## src/rtl/ps2_rx_ctrl.sv

```systemverilog
// PS/2 receive controller: synchronises and filters the PS/2 lines, captures one
// 11-bit frame (start, 8 data LSB-first, odd parity, stop) and flags good or bad frames.
module ps2_rx_ctrl #(
    parameter int FILTER_LEN = 8,
    parameter int TIMEOUT    = 50000
) (
    input  logic       clk,
    input  logic       i_sclr_n,
    input  logic       i_ps2_clk,
    input  logic       i_ps2_dat,
    output logic [7:0] o_data,
    output logic       o_valid,
    output logic       o_err,
    output logic       o_busy
);

    localparam int FW   = (FILTER_LEN > 2) ? $clog2(FILTER_LEN) : 1;
    localparam int TW   = (TIMEOUT > 2) ? $clog2(TIMEOUT) : 1;
    localparam logic [FW-1:0] FILT_LAST = FW'(FILTER_LEN - 1);
    // The increment that reaches TIMEOUT-1 is the one that aborts the frame.
    localparam logic [TW-1:0] TO_LAST   = TW'(TIMEOUT - 2);

    typedef enum logic [1:0] {
        IDLE  = 2'd0,
        RECV  = 2'd1,
        CHECK = 2'd2
    } state_t;

    state_t        r_state, w_state_nxt;
    logic          r_clk_s1, r_clk_s2, r_dat_s1, r_dat_s2;
    logic          r_filt_clk, r_filt_prev;
    logic [FW-1:0] r_filt_cnt;
    logic [3:0]    r_bit_cnt, w_bit_cnt_nxt;
    logic [TW-1:0] r_to_cnt, w_to_cnt_nxt;
    logic [9:0]    r_shift, w_shift_nxt;
    logic [7:0]    r_data, w_data_nxt;
    logic          r_valid, w_valid_nxt;
    logic          r_err, w_err_nxt;
    logic          w_strobe;
    logic          w_good;

    // NOTE: sequential state uses non-blocking (<=) so every flop samples pre-edge values.
    always_ff @(posedge clk) begin
        if (!i_sclr_n) begin
            r_clk_s1    <= 1'b1;
            r_clk_s2    <= 1'b1;
            r_dat_s1    <= 1'b1;
            r_dat_s2    <= 1'b1;
            r_filt_clk  <= 1'b1;
            r_filt_prev <= 1'b1;
            r_filt_cnt  <= '0;
        end else begin
            r_clk_s1    <= i_ps2_clk;
            r_clk_s2    <= r_clk_s1;
            r_dat_s1    <= i_ps2_dat;
            r_dat_s2    <= r_dat_s1;
            r_filt_prev <= r_filt_clk;
            if (r_clk_s2 == r_filt_clk) begin
                r_filt_cnt <= '0;
            end else if (r_filt_cnt == FILT_LAST) begin
                r_filt_clk <= r_clk_s2;
                r_filt_cnt <= '0;
            end else begin
                r_filt_cnt <= r_filt_cnt + 1'b1;
            end
        end
    end

    assign w_strobe = r_filt_prev & ~r_filt_clk;
    assign w_good   = r_shift[9] & (^r_shift[8:0]);

    always_ff @(posedge clk) begin
        if (!i_sclr_n) begin
            r_state   <= IDLE;
            r_bit_cnt <= '0;
            r_to_cnt  <= '0;
            r_shift   <= '0;
            r_data    <= '0;
            r_valid   <= 1'b0;
            r_err     <= 1'b0;
        end else begin
            r_state   <= w_state_nxt;
            r_bit_cnt <= w_bit_cnt_nxt;
            r_to_cnt  <= w_to_cnt_nxt;
            r_shift   <= w_shift_nxt;
            r_data    <= w_data_nxt;
            r_valid   <= w_valid_nxt;
            r_err     <= w_err_nxt;
        end
    end

    // NOTE: every output of this block is defaulted first, so no path can infer a latch.
    always_comb begin
        w_state_nxt   = r_state;
        w_bit_cnt_nxt = r_bit_cnt;
        w_to_cnt_nxt  = r_to_cnt;
        w_shift_nxt   = r_shift;
        w_data_nxt    = r_data;
        w_valid_nxt   = 1'b0;
        w_err_nxt     = 1'b0;
        unique case (r_state)
            IDLE: begin
                if (w_strobe) begin
                    if (r_dat_s2) begin
                        w_err_nxt = 1'b1;
                    end else begin
                        w_state_nxt   = RECV;
                        w_bit_cnt_nxt = '0;
                        w_to_cnt_nxt  = '0;
                    end
                end
            end
            RECV: begin
                if (w_strobe) begin
                    w_shift_nxt   = {r_dat_s2, r_shift[9:1]};
                    w_bit_cnt_nxt = r_bit_cnt + 1'b1;
                    w_to_cnt_nxt  = '0;
                    if (r_bit_cnt == 4'd9) begin
                        w_state_nxt = CHECK;
                    end
                end else if (r_to_cnt == TO_LAST) begin
                    w_err_nxt   = 1'b1;
                    w_shift_nxt = '0;
                    w_state_nxt = IDLE;
                end else begin
                    w_to_cnt_nxt = r_to_cnt + 1'b1;
                end
            end
            CHECK: begin
                w_state_nxt = IDLE;
                if (w_good) begin
                    w_data_nxt  = r_shift[7:0];
                    w_valid_nxt = 1'b1;
                end else begin
                    w_err_nxt = 1'b1;
                end
            end
            default: w_state_nxt = IDLE;
        endcase
    end

    assign o_data  = r_data;
    assign o_valid = r_valid;
    assign o_err   = r_err;
    assign o_busy  = (r_state != IDLE);

endmodule
```

## config.mk

```make
export PLATFORM = sky130hd
export DESIGN_NAME = ps2_rx_ctrl
export DESIGN_NICKNAME = d
export VERILOG_FILES = /design/src/rtl/ps2_rx_ctrl.sv
export SDC_FILE = /design/constraint.sdc
export NUM_CORES = 1
export LEC_CHECK = 0
export BUFFER_PORTS_ARGS = -buffer_cell sky130_fd_sc_hd__buf_2
export CORE_ASPECT_RATIO = 2
export CORE_MARGIN = 2
export CORE_UTILIZATION = 29
export DETAILED_ROUTE_END_ITERATION = 8
export GPL_TIMING_DRIVEN = 0
export HOLD_SLACK_MARGIN = 0.02
export PLACE_DENSITY = 0.41
export SETUP_SLACK_MARGIN = 0.15
export SYNTH_ARGS = -nofsm -noshare
export SYNTH_HDL_FRONTEND = slang
export SYNTH_SLANG_ARGS = --single-unit
```

## constraint.sdc

```tcl
create_clock -name clk -period 2.6 [get_ports clk]
set_input_delay 0.13 -clock clk [delete_from_list [all_inputs] [get_ports clk]]
set_output_delay 0.13 -clock clk [all_outputs]
set_load 0.02 [all_outputs]
```

; ---- Word level (Yosys, flattened, before mapping)
; Cells that the tools add are included.
[word_totals]
ff_bits = 51
latchBits = 0
ramBits = 0
rom_bits = 0
in_bits = 4
output_inout_bits = 11
word_cells = 71
n_memories = 0
[classes]
addsub = 3
n_mul = 0
div = 0
n_lt_le_gt_ge = 0
n_eq_ne = 12
n_shift = 0
n_mux = 24
bitwise = 5
n_reduce_logical = 13
[op_table]
columns = operator, count
row1 = $mux W16, 4
row2 = $pmux W16 S2, 1
row3 = $mux W10, 2
row4 = $add A16 B1 Y16 const B, 1
row5 = $eq A16 B16 Y1 const B, 1
row6 = $mux W4, 3
row7 = $reduce_and A4 Y1, 3
row8 = $mux W2, 5
row9 = $ne A3 B3 Y1 const B, 3
row10 = $reduce_xor A9 Y1, 1
row11 = $pmux W4 S2, 1
row12 = $reduce_and A2 Y1, 4
row13 = $mux W1, 6
row14 = $ne A2 B2 Y1 const B, 3
row15 = $reduce_bool A2 Y1, 3
row16 = $add A4 B1 Y4 const B, 1
row17 = $eq A4 B4 Y1 const B, 1
row18 = $pmux W2 S2, 1
row19 = $add A3 B1 Y3 const B, 1
row20 = $eq A3 B3 Y1 const B, 1
row21 = $not A1 Y1, 3
row22 = $pmux W1 S3, 1
row23 = $reduce_or A3 Y1, 1
row24 = $and A1 B1 Y1, 2
row25 = other kinds (4), 4

; ---- Longest topological paths before layout
[logic_depth]
depth_word = 4
ltp_mapped = 8
ltp_nobuf = 7

; ---- Worst setup path before layout
; Ideal clock, no wire load.
[synth_timing]
kind = reg2reg
from = reg r_to_cnt[0]
to = reg r_to_cnt[8]
setup_ns = 0.128
arrival_time_ns = 1.674
required_ns = 2.472
slack_ns = 0.798
stages_incl_launch_ff = 9
path_buffers = 1
period_less_slack_ns = 1.802
cell_sequence = dfxtp_1 -> inv_1 -> ha_1 -> and4b_1 -> a41o_1 -> clkbuf_1 -> a211oi_1 -> xnor2_1 -> nor2_1
[synth_between]
elab_chain_len = 4
elab_cells_between_ends = 7
classes_between = add/sub: 1 / eq/ne: 2 / mux: 3 / reduce/logical: 1
[synth_lines]
columns = item, line
row1 = start: declaration, 34  ; logic [TW-1:0] r_to_cnt, w_to_cnt_nxt;
row2 = start signal: assignment, 84  ; r_to_cnt <= w_to_cnt_nxt;
row3 = $add A16 B1 Y16, 126  ; w_to_cnt_nxt = r_to_cnt + 1'b1;
row4 = $mux W16, 121  ; end else if (r_to_cnt == TO_LAST) begin
row5 = $mux W16, 114  ; if (w_strobe) begin
row6 = $pmux W16 S2, 101  ; unique case (r_state)
; Several ways; a longest one is shown, not always the timed one. The select of a mux whose other input is x is not followed.
; A chain may end at the register's enable or synchronous reset.

; ---- Worst setup path after layout
[layout_timing]
from = reg r_filt_clk
to = reg r_to_cnt[0]
[layout_between]
elab_chain_len = 4
elab_cells_between_ends = 7
classes_between = eq/ne: 2 / mux: 2 / bitwise: 2 / reduce/logical: 1
[layout_lines]
columns = item, line
row1 = start: declaration, 31  ; logic r_filt_clk, r_filt_prev;
row2 = start signal: assignment, 61  ; r_filt_clk <= r_clk_s2;
row3 = $not A1 Y1 *, 69  ; assign w_strobe = r_filt_prev & ~r_filt_clk;
row4 = $and A1 B1 Y1 *, 69
row5 = $ne A3 B3 Y1 (no source line) (tied with other cells), -
row6 = $reduce_and A4 Y1 (no source line) or $pmux W16 S2 (tied branches), -
; Every way passes the cells marked *; elsewhere a longest branch is shown, timed or not.

==> impl_metrics.tcl <==
set metrics [dict create \
    antenna_cells 0 \
    crit_slowest_cell "nor3b_1" \
    final_core_util_pct 34.7 \
    yosysMostFrequentCell "dfxtp_1" \
    seq_area_frac_synth_pct 44.6 \
    nNetsFinal 283 \
    crit_buf_inv 1 \
    crit_required_ns 2.77 \
    core-area_um2 7600 \
    critPathKind "flop to flop" \
    syn_nets 262 \
    yosysTopAreaCellShare_pct 44.6 \
    cpPeakStageDelay_ns 0.51 \
    globalplace.congestion 0.763 \
    cts_setup_buffers 0 \
    clockRootBuffer "clkbuf_16" \
    viasPerCell 4.81 \
    ioPinCount 15 \
    max_freq_ghz 0.477 \
    ctsLongestPathBuffers 2 \
    grt_use_total_pct 14.3 \
    netlist_instances 252 \
    avgRoutedWirePerCell_um 14.6 \
    final_hold_viol_count 0 \
    setup_viol 0 \
    ys_seq_elements 51 \
    grt_start_max_net_pins 18 \
    dieArea_um2 8670 \
    die_h_um 130 \
    ys_top_cells_by_count "dfxtp_1 (51), nor2_1 (30), nand2_1 (27), xnor2_1 (13)" \
    synth_edf_count 0 \
    power.density_nw_per_um2 561 \
    grt_pass1_vias 1837 \
    finalSetupTns_ns 0 \
    p_leak_nw 0.922 \
    crit_path_start_kind "flop" \
    syn_area_um2 2290 \
    crit_family "simple AND/OR/NAND/NOR gates" \
    clk_latency_ns 0.30 \
    antenna_found_initial 0 \
    drtPass1Iterations 4 \
    rsz0062_at_grt "no" \
    arrival_ns 2.26 \
    synthTopCellsByArea "dfxtp_1 (45%), xnor2_1 (5.0%), nor2_1 (4.9%)" \
    io_buffers 13 \
    period_share_pct 80.7 \
    regToRegStartpoint "r_filt_clk" \
    grt_pass1_wl_mm 9.05 \
    worstMarginPinSlew_ns 0.578 \
    critPathMaxFanout 10 \
    relSlewSlack_pct 61.4 \
    die_w_um 66.9 \
    hold_start "i_ps2_dat" \
    yosysUniqueCellTypes 47 \
    cts_made_buffers 5 \
    syn_avg_cell_area_um2 9.09 \
    fin_skew_ns 0.00734 \
    start_util_pct 30.1 \
    synth_top_area_cell "dfxtp_1" \
    async_reset_ff_share_pct 0 \
    ys_warn_count 0 \
    slew_violations 0 \
    fp-row-count 45 \
    cp-startpoint "r_filt_clk" \
    h-tree-depth 2 \
    drv_cap 0 \
    drc 0 \
    vias 1769 \
    dpl.hpwl_mm 4.21 \
    ant_nets 0 \
    outcome "finished clean" \
    drive_gt1_share_pct 10.2 \
    grt_overflow 0 \
    first_iter_violations 55 \
    ir_drop_v 0.000356 \
    synthToLayoutAreaGrowth_pct 15.1 \
    clkTransAtPathRegs_ns 0.07 \
    cts_tree "done" \
    post-route-min-period_ns 2.10 \
    cts_num_sinks 51 \
    synth_flop_cell "dfxtp_1" \
    drt-total-wl_mm 5.38 \
    cp_cell_sequence "nor3b_1 -> o21ai_2 -> nand2_1 -> clkbuf_1 -> nor2_1" \
    hold_path_class "input port to flop" \
    endpoint_kind "flop" \
]
## what timing repair did
item,4_1_cts,5_1_grt
endpoints found under the hold margin,1,0
endpoints found under the setup margin,0,1
gates resized for setup,0,1
hold buffers,1,0
## sequential cells by signal, indices dropped and copies added, names as in the netlist
signal	flops
r_filt_cnt	3
r_dat_s2	1
r_dat_s1	1
r_clk_s2	1
r_shift	10
r_clk_s1	1
o_data	8
o_valid	1
r_bit_cnt	4
r_filt_prev	1
o_err	1
r_filt_clk	1
r_to_cnt	16
r_state	2
## per-layer routing
metal | GRT usage (%) | vias up | routed length, um
li1 | - | 918 | -
met1 | 12.9 | 826 | 1900
met2 | 28.4 | 16 | 3200
met3 | 2.76 | 9 | 111
met4 | 7.56 | 0 | 172
met5 | 0 | - | 0
## kinds of logic after synthesis
logic type / Yosys count / share of synthesized area (%)
buf+inv: 19 / 3.44
flops: 51 / 44.6
simple gates: 107 / 23.9
mux: 12 / 5.46
compound gates: 41 / 12.1
xor+xnor: 16 / 7.32
fa+ha+maj: 6 / 3.28
## cell type report
class,count,area [um2]
plain buffers,10,45.0
clock buffers,5,125
clock inverters,3,23.8
fillers,843,4960
inverters,9,33.8
multi-input cells,182,1190
flip-flops and latches,51,1020
well taps,94,118
repair buffers,14,75.1
## worst paths after layout
check / endpoint / slack (ns) / cells past startpoint
max: r_to_cnt[0] / 0.50 / 5
min reg2reg: r_clk_s2 / 0.41 / 1
min: r_dat_s1 / 0.03 / 2
max reg2reg: r_to_cnt[0] / 0.50 / 5
## cell usage in the layout, fill, tap and decap left out, types with 3 or more instances in the layout
cell	n
a22oi_1	11
mux2i_1	11
and2_1	4
nand2b_1	7
dfxtp_1	51
nand3_1	6
or3_1	4
nor2_1	30
a211oi_1	3
nor3_1	4
xnor2_1	13
nor2b_1	3
nand2_1	27
a21oi_1	8
inv_1	9
clkbuf_1	9
nand4_1	5
o21ai_0	6
buf_2	13
ha_1	6
clkbuf_16	5
## where the power goes
part           switching (mW)  internal [mW]  total [mW]
registers             0.00183          0.784       0.786
clock network           0.306          0.360       0.667
logic                  0.0192        0.00648      0.0257
total                   0.327           1.15        1.48
## worst reg2reg max path: stages, from the launching register on
cell      delay, ns
dfxtp_1        0.37
nor3b_1        0.51
o21ai_2        0.32
nand2_1        0.26
clkbuf_1       0.40
nor2_1         0.10
## per-stage QoR
stage               setup WS (ns)  std cells  power, mW  hold slack [ns]  cell area (um2)
floorplan                   0.798        252      0.819            0.231             2290
global placement            0.215        359      0.830            0.311             2470
detailed placement          0.244        359      0.830            0.317             2470
CTS                         0.222        368       1.51           0.0269             2630
global route                0.303        368       1.54           0.0385             2640
finish                      0.502        368       1.48           0.0281             2640
Note: power is estimated with default switching activity, not from simulation.
